## config.mk

```make
export PLATFORM = sky130hd
export DESIGN_NAME = axi_lite_regs
export DESIGN_NICKNAME = d
export VERILOG_FILES = /design/src/rtl/axi_lite_regs.sv
export SDC_FILE = /design/constraint.sdc
export NUM_CORES = 1
export LEC_CHECK = 0
export BUFFER_PORTS_ARGS = -buffer_cell sky130_fd_sc_hd__buf_2
export CORE_UTILIZATION = 30
export CTS_BUF_LIST = sky130_fd_sc_hd__clkbuf_4
export DETAILED_ROUTE_END_ITERATION = 16
export PLACE_DENSITY_LB_ADDON = 0.12
export SETUP_SLACK_MARGIN = 0.02
export SLEW_MARGIN = 10
export SYNTH_ARGS = -nofsm -noshare
export SYNTH_HDL_FRONTEND = slang
export SYNTH_SLANG_ARGS = --single-unit
```

## constraint.sdc

```tcl
create_clock -name clk_i -period 2.3 [get_ports clk_i]
set_input_delay 0 -clock clk_i [delete_from_list [all_inputs] [get_ports clk_i]]
set_output_delay 0 -clock clk_i [all_outputs]
set_load 0.1 [all_outputs]
```

## src/rtl/axi_lite_regs.sv

```systemverilog
// AXI-Lite slave exposing NUM_REGS byte-writable registers, with per-register write pulses.
// Write and read channels run independently; AW and W may arrive in any order.
module axi_lite_regs #(
  parameter int                             ADDR_WIDTH = 32,
  parameter int                             DATA_WIDTH = 32,
  parameter int                             NUM_REGS   = 8,
  parameter logic [ADDR_WIDTH-1:0]          BASE_ADDR  = '0,
  parameter logic [NUM_REGS*DATA_WIDTH-1:0] RST_VAL    = '0
) (
  input  logic                           clk_i,
  input  logic                           rst_ni,
  input  logic [ADDR_WIDTH-1:0]          aw_addr_i,
  input  logic                           aw_valid_i,
  output logic                           aw_ready_o,
  input  logic [DATA_WIDTH-1:0]          w_data_i,
  input  logic [DATA_WIDTH/8-1:0]        w_strb_i,
  input  logic                           w_valid_i,
  output logic                           w_ready_o,
  output logic [1:0]                     b_resp_o,
  output logic                           b_valid_o,
  input  logic                           b_ready_i,
  input  logic [ADDR_WIDTH-1:0]          ar_addr_i,
  input  logic                           ar_valid_i,
  output logic                           ar_ready_o,
  output logic [DATA_WIDTH-1:0]          r_data_o,
  output logic [1:0]                     r_resp_o,
  output logic                           r_valid_o,
  input  logic                           r_ready_i,
  output logic [NUM_REGS*DATA_WIDTH-1:0] reg_q_o,
  output logic [NUM_REGS-1:0]            wr_pulse_o
);

  localparam int STRB_W   = DATA_WIDTH / 8;
  localparam int ADDR_LSB = $clog2(STRB_W);
  localparam int IDX_W    = (NUM_REGS > 1) ? $clog2(NUM_REGS) : 1;
  localparam logic [ADDR_WIDTH-1:0] NUM_REGS_A = ADDR_WIDTH'(NUM_REGS);
  localparam logic [1:0] RESP_OKAY   = 2'b00;
  localparam logic [1:0] RESP_SLVERR = 2'b10;

  typedef enum logic [1:0] {IDLE, HAVE_AW, HAVE_W, RESP} wr_state_e;

  // The borrow bit of the widened subtraction flags addresses below BASE_ADDR.
  function automatic logic in_range_f(input logic [ADDR_WIDTH-1:0] addr);
    logic [ADDR_WIDTH:0] diff;
    diff = {1'b0, addr} - {1'b0, BASE_ADDR};
    return !diff[ADDR_WIDTH] && ((diff[ADDR_WIDTH-1:0] >> ADDR_LSB) < NUM_REGS_A);
  endfunction

  function automatic logic [IDX_W-1:0] index_f(input logic [ADDR_WIDTH-1:0] addr);
    logic [ADDR_WIDTH-1:0] off;
    off = addr - BASE_ADDR;
    return IDX_W'(off >> ADDR_LSB);
  endfunction

  wr_state_e               wr_state_q;
  logic                    alive_q;
  logic [ADDR_WIDTH-1:0]   aw_addr_q;
  logic [DATA_WIDTH-1:0]   w_data_q;
  logic [STRB_W-1:0]       w_strb_q;
  logic [1:0]              b_resp_q;
  logic                    r_valid_q;
  logic [DATA_WIDTH-1:0]   r_data_q;
  logic [1:0]              r_resp_q;

  logic                    aw_hs, w_hs, ar_hs, commit;
  logic [ADDR_WIDTH-1:0]   cmt_addr;
  logic [DATA_WIDTH-1:0]   cmt_data;
  logic [STRB_W-1:0]       cmt_strb;
  logic                    cmt_in_range, rd_in_range;
  logic [IDX_W-1:0]        cmt_idx, rd_idx;

  // Readies stay low until the first clock edge after reset releases.
  always_ff @(posedge clk_i or negedge rst_ni) begin
    if (!rst_ni) alive_q <= 1'b0;
    else         alive_q <= 1'b1;
  end

  assign aw_ready_o = alive_q && (wr_state_q == IDLE || wr_state_q == HAVE_W);
  assign w_ready_o  = alive_q && (wr_state_q == IDLE || wr_state_q == HAVE_AW);
  assign b_valid_o  = (wr_state_q == RESP);
  assign b_resp_o   = b_resp_q;

  assign aw_hs  = aw_valid_i && aw_ready_o;
  assign w_hs   = w_valid_i && w_ready_o;
  assign commit = ((wr_state_q == HAVE_AW) || aw_hs) && ((wr_state_q == HAVE_W) || w_hs) && !b_valid_o;

  // A channel arriving in the commit cycle is used straight from the bus.
  assign cmt_addr     = (wr_state_q == HAVE_AW) ? aw_addr_q : aw_addr_i;
  assign cmt_data     = (wr_state_q == HAVE_W)  ? w_data_q  : w_data_i;
  assign cmt_strb     = (wr_state_q == HAVE_W)  ? w_strb_q  : w_strb_i;
  assign cmt_in_range = in_range_f(cmt_addr);
  assign cmt_idx      = index_f(cmt_addr);

  always_ff @(posedge clk_i or negedge rst_ni) begin
    if (!rst_ni) begin
      wr_state_q <= IDLE;
      aw_addr_q  <= '0;
      w_data_q   <= '0;
      w_strb_q   <= '0;
      b_resp_q   <= RESP_OKAY;
    end else begin
      case (wr_state_q)
        IDLE: begin
          if (commit) begin
            wr_state_q <= RESP;
            b_resp_q   <= cmt_in_range ? RESP_OKAY : RESP_SLVERR;
          end else if (aw_hs) begin
            wr_state_q <= HAVE_AW;
            aw_addr_q  <= aw_addr_i;
          end else if (w_hs) begin
            wr_state_q <= HAVE_W;
            w_data_q   <= w_data_i;
            w_strb_q   <= w_strb_i;
          end
        end
        HAVE_AW, HAVE_W: begin
          if (commit) begin
            wr_state_q <= RESP;
            b_resp_q   <= cmt_in_range ? RESP_OKAY : RESP_SLVERR;
          end
        end
        RESP: begin
          if (b_ready_i) wr_state_q <= IDLE;
        end
        default: wr_state_q <= IDLE;
      endcase
    end
  end

  genvar gi;
  generate
    for (gi = 0; gi < NUM_REGS; gi++) begin : g_reg
      logic                  sel;
      logic [DATA_WIDTH-1:0] reg_d;
      logic [DATA_WIDTH-1:0] reg_q;

      assign sel            = commit && cmt_in_range && (cmt_idx == IDX_W'(gi));
      assign wr_pulse_o[gi] = sel && (|cmt_strb);

      always_comb begin
        reg_d = reg_q;
        for (int b = 0; b < STRB_W; b++) begin
          if (sel && cmt_strb[b]) reg_d[b*8 +: 8] = cmt_data[b*8 +: 8];
        end
      end

      always_ff @(posedge clk_i or negedge rst_ni) begin
        if (!rst_ni) reg_q <= RST_VAL[gi*DATA_WIDTH +: DATA_WIDTH];
        else         reg_q <= reg_d;
      end

      assign reg_q_o[gi*DATA_WIDTH +: DATA_WIDTH] = reg_q;
    end
  endgenerate

  assign ar_ready_o  = alive_q && !r_valid_q;
  assign ar_hs       = ar_valid_i && ar_ready_o;
  assign rd_in_range = in_range_f(ar_addr_i);
  assign rd_idx      = index_f(ar_addr_i);

  // Reads sample the register outputs, so a same-cycle commit is not yet visible.
  always_ff @(posedge clk_i or negedge rst_ni) begin
    if (!rst_ni) begin
      r_valid_q <= 1'b0;
      r_data_q  <= '0;
      r_resp_q  <= RESP_OKAY;
    end else if (ar_hs) begin
      r_valid_q <= 1'b1;
      r_data_q  <= rd_in_range ? reg_q_o[rd_idx*DATA_WIDTH +: DATA_WIDTH] : '0;
      r_resp_q  <= rd_in_range ? RESP_OKAY : RESP_SLVERR;
    end else if (r_ready_i) begin
      r_valid_q <= 1'b0;
    end
  end

  assign r_valid_o = r_valid_q;
  assign r_data_o  = r_data_q;
  assign r_resp_o  = r_resp_q;

endmodule

```

==> metrics.md, run 1 <==
| Metric | Value |
|---|---|
| Die Span Y | `237.7 microns` |
| Initial Utilization | `30.31%` |
| CP most frequent cell | `buf_12` |
| Hold WS | `0.2055 ns` |
| Worst path slowest cell | `a221oi_4` |
| Sequential share of the synthesized area | `54.06%` |
| Post-synth EDFFs | `0` |
| Die width | `237.7 microns` |
| Io pins | `412` |
| Final cell count without fillers | `2622` |
| Endpoints failing hold | `0` |
| Max Clock Freq | `322.6 MHz` |
| Post-layout utilization of the core | `43.79%` |
| Final slew viol count | `0` |
| Synthesized area | `16660 sq um` |
| FF-to-FF path depth | `14` |
| Via density | `4.775` |
| RSZ-0062 raised after global routing | `true` |
| Vias after detailed routing | `12520` |
| Post-route cell area | `24080 sq um` |
| Port Buffers | `405` |
| Syn Area/Cell | `15.59 sq um` |
| Synthesis-to-finish area growth | `44.47%` |
| Total gr overflow | `0` |
| Commonest non-fill, non-tap cell in the layout | `buf_2` |
| Ys flop type | `dfrtp_1` |
| Cell variety after synth | `36` |
| Critical-path maximum fanout | `4` |
| Share of cells above drive strength 1 | `62.66%` |
| Syn. warnings | `0` |
| DR WL/cell | `21.57 microns` |
| MaxCap Viol Count | `0` |
| Final worst-path setup slack | `-0.7998 ns` |
| Hold path cells | `4` |
| Final Critical Period | `3.100 ns` |
| Crit-path cells | `buf_4 -> ha_4 -> nor4_2 -> nand4_1 -> a221oi_4 -> buf_12 -> buf_12 -> buf_12 -> buf_12 -> nand2_8 -> nor3_4 -> buf_12` |
| Final worst-path cycle share | `134.8%` |
| Initial antenna violation count | `4` |
| DRC | `0` |
| Static leakage | `12.54 nW` |
| Drt pass-1 iters | `6` |
| Arr. time, crit path | `3.10 ns` |
| Number of global-route vias before repair | `13440` |
| 1st-iter DRT viols | `456` |
| CTS buffer count | `102` |
| Fill cell count | `5179` |
| # rows | `86` |
| Commonest cells after routing, fill and taps aside | `buf_2 (393), dfrtp_1 (359), mux2_2 (344)` |
| Worst slack at placement | `-0.3535 ns` |
| Final setup vio count | `332` |
| Slew @ Worst Pin | `0.9215 ns` |
| CP startpoint kind | `register` |
| DRT antenna net count | `0` |
| RePlAce Congestion | `0.8029` |
| HPWL Detailed | `37420 microns` |
| Core Region | `54990 sq um` |
| Clock Root Buffer | `clkbuf_4` |
| Cells after Synth | `1069` |
| Relative slew margins | `38.56%` |
| All-Layer GR Usage | `20.28%` |
| CTS tree | `built` |
| Worst EP required | `2.30 ns` |
| Outcome | `finished, violations left` |
| Setup CP Type | `register to output port` |
| Final net count | `1917` |
| Clock Sinks | `360` |
| Final wirelength | `56570 microns` |
| Worst-Skew Late Latency | `0.83 ns` |
| Violated checks | `setup timing` |
| Worst VDD drop | `327.7 uV` |
| Setup_tns | `-114.23 ns` |
| Largest net degree at the start of global routing | `74` |
| Die ar. | `56500 sq um` |
| H-tree depth | `3` |
| Post-synth ARST share | `100.0%` |
| Seq cells post-synth | `360` |
| Placed insts | `2268` |
| Worst-path clk slew | `0.06 ns` |
| First-pass GRT wire length | `85250 microns` |
| Max stage delay on crit path | `0.40 ns` |
| CP Capture Type | `output port` |
| Post-DP Area | `20880 sq um` |
| Pwr Total | `17.80 mW` |
| Skew final | `0.04407 ns` |
| Hold crit path type | `input pin to register` |
| Pwr dens | `739.5 nW/um^2` |
| CTS Buffer Depth | `3` |
path summary, 6_finish.rpt:
| kind | to | slack [ns] | start |
|---|---|---|---|
| max reg2reg | g_reg[0].reg_q[10] | -0.49 | wr_state_q[0] |
| min | wr_state_q[1] | 0.21 | b_ready_i |
| max in group asynchronous | g_reg[0].reg_q[30] | 1.30 | rst_ni |
| max | wr_pulse_o[3] | -0.80 | wr_state_q[0] |
| min reg2reg | r_data_o[20] | 0.47 | r_data_o[20] |
| min in group asynchronous | g_reg[5].reg_q[16] | 0.47 | rst_ni |
worst max-delay path, delay by kind of cell, from the launching register on:
| kind | cells | cell delay, ns |
|---|---|---|
| buffers and inverters | 6 | 0.80 |
| AND/OR/NAND/NOR | 4 | 0.54 |
| AO/OA/AOI/OAI | 1 | 0.40 |
| flip-flops | 1 | 0.38 |
| adder cells (fa/ha/maj) | 1 | 0.17 |
flip-flops by register name, summed over array words and instances (netlist names):
| signal | count |
|---|---|
| r_valid_o | 1 |
| g.reg_q | 256 |
| w_data_q | 32 |
| w_strb_q | 4 |
| b_resp_o | 1 |
| wr_state_q | 2 |
| r_resp_o | 1 |
| r_data_o | 32 |
| alive_q | 1 |
| aw_addr_q | 30 |
power breakdown:
group | switching (mW) | total (mW) | internal [mW]
clock network | 2.73 | 5.68 | 2.96
logic | 2.69 | 4.85 | 2.16
registers | 0.331 | 7.27 | 6.94
total | 5.75 | 17.8 | 12.1
kinds of logic after synthesis:
kind of cell / count (synthesis) / synth area share (%)
other cells: 2 / 0.04507
compound gates: 55 / 2.057
simple gates: 132 / 6.742
mux: 458 / 34.99
fa+ha+maj: 5 / 0.3754
flops: 360 / 54.06
buf+inv: 57 / 1.734
layer usage:
| metal | part of all wire (%) | GRT usage (%) |
|---|---|---|
| met4 | 2.5 | 7.625 |
| met5 | 0.062 | 0 |
| met3 | 6.0 | 4.959 |
| met2 | 47 | 32.53 |
| met1 | 44 | 26.44 |
final cells by class:
type	instances	area, sq um	area share, %
Antenna cell	2	5.005	0.02079
Clock buffer	151	1134	4.708
Clock inverter	20	80.08	0.3326
Inverter	8	30.03	0.1247
Multi-Input combinational cell	654	7747	32.18
Sequential cell	360	9010	37.42
Tap cell	748	935.9	3.887
Timing Repair Buffer	679	5134	21.32
Yosys cell counts (6+ instances only):
cell	count	area share [%]
dfrtp_1	360	54
mux2_2	356	24
mux4_2	64	8.6
nand2_1	49	1.1
mux2i_1	38	2.3
o21ai_0	34	1.0
nand4_4	29	3.7
clkbuf_1	20	0.45
nor4_1	18	0.68
buf_2	15	0.45
nor2_1	13	0.29
nor3_1	10	0.30
inv_1	8	0.18
buf_6	6	0.41
timing repair:
item | in CTS | in global routing
setup buffers | 20 | 9
setup endpoints to repair | 285 | 334
endpoints found under the hold margin | 719 | 0
pin swaps | 12 | 13
gates resized for setup | 20 | 13
gates cloned | 1 | 0
hold buffers | 152 | 0
No activity file was read; power rests on OpenSTA's default activity.
==> run 2, diff against run 1 <==
- BUFFER_PORTS_ARGS: -buffer_cell sky130_fd_sc_hd__buf_2 -> -buffer_cell sky130_fd_sc_hd__clkbuf_2
==> run 2 against run 1 <==
Effect of this change:
- the run still ends with setup timing left
- wire length decreased by 0.69%
- highest routed layer unchanged
- largest cell class unchanged
- clock-buffer cell count rose by 2
- critical path depth is 1 lower
- via count is 0.67% lower
- flip-flop and latch count stayed put
- worst hold slack worse by 0.074 ns
- critical path type unchanged
- first-iteration DRC count grew 0.66%
- register-to-register slack about the same
- design area grew 0.58%
- clock skew is 0.0090 ns lower
==> metrics.md, run 2 (synthesized netlist as in run 1, its figures left out) <==
| Metric | Value |
|---|---|
| Outcome | `finished, violations left` |
| Violated checks | `setup timing` |
| Vias after detailed routing | `12440 (-0.67%)` |
| RePlAce Congestion | `0.7714 (-3.9%)` |
| Hold path cells | `3 (-1)` |
| Synthesis-to-finish area growth | `45.30%` |
| Final setup vio count | `284 (-14%)` |
| Commonest cells after routing, fill and taps aside | `clkbuf_2 (392), dfrtp_1 (359), mux2_2 (351)` |
| All-Layer GR Usage | `20.28% (about the same)` |
| Core Region | `54990 sq um (unchanged)` |
| Commonest non-fill, non-tap cell in the layout | `clkbuf_2` |
| Crit-path cells | `inv_2 -> ha_4 -> nor4b_4 -> nand4_1 -> a221oi_4 -> buf_12 -> buf_12 -> nand2_8 -> buf_8 -> nor3_4 -> buf_12` |
| Initial Utilization | `30.31% (unchanged)` |
| DRC | `0 (unchanged)` |
| Max stage delay on crit path | `0.39 ns (about the same)` |
| Slew @ Worst Pin | `0.7703 ns (-0.1512 ns)` |
| CP startpoint kind | `register` |
| Final wirelength | `56180 microns (-0.69%)` |
| Pwr dens | `734.1 nW/um^2 (-0.73%)` |
| GR Util met3 | `4.599% (-0.36 points)` |
| Max Clock Freq | `327.3 MHz (+1.5%)` |
| Via density | `4.738 (-0.78%)` |
| Arr. time, crit path | `3.05 ns (-0.05 ns)` |
| Worst EP required | `2.30 ns (about the same)` |
| # rows | `86 (unchanged)` |
| CTS Buffer Depth | `3 (unchanged)` |
| Number of global-route vias before repair | `13430 (-0.030%)` |
| CTS buffer count | `103 (+0.98%)` |
| Final Critical Period | `3.055 ns (-0.04490 ns)` |
| Worst R2R End | `g_reg[2].reg_q[28]` |
| Initial antenna violation count | `4 (unchanged)` |
| R2R Setup Slk | `-0.50 ns (about the same)` |
| Reg2reg start | `wr_state_q[1]` |
| 1st-iter DRT viols | `459 (+0.66%)` |
| GR peak layer | `met2` |
| CTS tree | `built` |
| Static leakage | `12.37 nW (-1.4%)` |
| HP Start | `aw_addr_i[3]` |
| Fill cell count | `5179 (unchanged)` |
| Worst VDD drop | `327.4 uV (-0.10%)` |
| Number of flip-flops in the largest register | `256 (unchanged)` |
| MaxCap Viol Count | `0 (unchanged)` |
| Hold crit path type | `input pin to register` |
| Worst path slowest cell | `dfrtp_1` |
| Clock Sinks | `360 (unchanged)` |
| CP most frequent cell | `buf_12` |
| RSZ-0062 raised after global routing | `true` |
| First-pass GRT wire length | `85340 microns (+0.11%)` |
| Die Span Y | `237.7 microns (unchanged)` |
| Final worst-path cycle share | `132.8% (-2.0 points)` |
| Port Buffers | `405 (unchanged)` |
| Final worst-path setup slack | `-0.7549 ns (+0.04490 ns)` |
| Largest net degree at the start of global routing | `71 (-4.1%)` |
| Clock Root Buffer | `clkbuf_4` |
| H-tree depth | `3 (unchanged)` |
| Drt pass-1 iters | `4 (-2)` |
| DR WL/cell | `21.40 microns (-0.80%)` |
| Hold EP | `aw_addr_q[3]` |
| FF-to-FF path depth | `12 (-2)` |
| Worst-Skew Late Latency | `0.82 ns (about the same)` |
| Die width | `237.7 microns (unchanged)` |
| Worst slack at placement | `-0.2586 ns (+0.09492 ns)` |
| Grt met1 use | `26.65% (+0.22 points)` |
| DRT antenna net count | `0 (unchanged)` |
| Die ar. | `56500 sq um (unchanged)` |
| Endpoints failing hold | `0 (unchanged)` |
| Register area | `9010 sq um (unchanged)` |
| Total gr overflow | `0 (unchanged)` |
| Worst-path clk slew | `0.06 ns (about the same)` |
| Share of cells above drive strength 1 | `62.74% (+0.080 points)` |
| Reg with most FFs | `g.reg_q` |
| Setup CP Type | `register to output port` |
| Critical-path maximum fanout | `5 (+1)` |
| Final slew viol count | `0 (unchanged)` |
| Skew final | `0.03505 ns (-0.009027 ns)` |
| Hold WS | `0.1310 ns (-0.07443 ns)` |
| CP Capture Type | `output port` |
| Relative slew margins | `48.46% (+9.9 points)` |
| Final net count | `1920 (+0.16%)` |
| HPWL Detailed | `37670 microns (+0.68%)` |
| Area of the multi-input gates | `7746 sq um (about the same)` |
| Met2 usage | `32.99% (+0.46 points)` |
| Io pins | `412 (unchanged)` |
| Setup_tns | `-98.56 ns (+15.68 ns)` |
[run 2: changes by cell type in the layout (fill, tap and decap cells not counted), moves of 3 or more]
cell | before | now
buf_2 | 393 | 1
clkbuf_2 | 0 | 392
buf_4 | 82 | 69
buf_6 | 3 | 14
mux2_2 | 344 | 351
mux2_4 | 12 | 5
buf_12 | 46 | 52
clkinv_2 | 1 | 4
inv_2 | 4 | 1
nand4_2 | 3 | 0
nand4_4 | 29 | 32
[run 2: layout make-up]
class,count,area share [%]
clock buffer,153,4.743
tap,748,3.865
timing repair buffer,682,21.71
inverter,8,0.1240
sequential,360,37.21
clock inverter,20,0.3462
antenna,1,0.01033
multi-input combinational,653,31.99
[run 2: critical path, delay by kind of cell, from the launching register on]
family / cells / cell delay, ns
flops: 1 / 0.39
compound gates: 1 / 0.37
simple gates: 4 / 0.63
buf+inv: 5 / 0.66
fa+ha+maj: 1 / 0.17
[run 2: worst max-delay path by stage]
stage / start / to / cells past startpoint / slack (ns)
2_1_floorplan: wr_state_q[1] / wr_pulse_o[0] / 9 / -0.33
3_3_place_gp: aw_addr_q[9] / g_reg[3].reg_q[28] / 8 / -0.23
3_5_place_dp: wr_state_q[0] / g_reg[3].reg_q[18] / 7 / -0.26
4_1_cts: wr_state_q[1] / wr_pulse_o[5] / 11 / -0.93
5_1_grt: wr_state_q[1] / wr_pulse_o[5] / 11 / -0.95
6_report: wr_state_q[1] / wr_pulse_o[5] / 11 / -0.75
[run 2: power by group]
group	internal [mW]	switching, mW
clock network	3.00	2.72
logic	2.08	2.69
registers	6.94	0.353
[run 2: timing repair]
| item | 4_1_cts | 5_1_grt |
|---|---|---|
| resized for setup | 33 | 7 |
| hold buffers | 151 | 0 |
| hold endpoints to repair | 719 | 0 |
| setup buffers | 30 | 11 |
| setup endpoints to repair | 303 | 332 |
| pin swaps | 6 | 3 |
[run 2: per-stage QoR]
stage                     cells  total power [mW]  utilization (%)  cell area, sq um
final                      2625             17.78            44.04             24210
after detailed placement   2259             11.87            37.85             20810
after global placement     2259             11.81            37.85             20810
after CTS                  2613             18.09            43.81             24090
after global routing       2625             18.89            44.04             24210
after floorplan            1070             9.990                -             16840
[run 2: metal layers]
metal	vias to the layer above	wire, microns
li1	5595	-
met1	6409	24610
met2	364	27440
met3	65	3075
met4	4	1032
met5	-	18
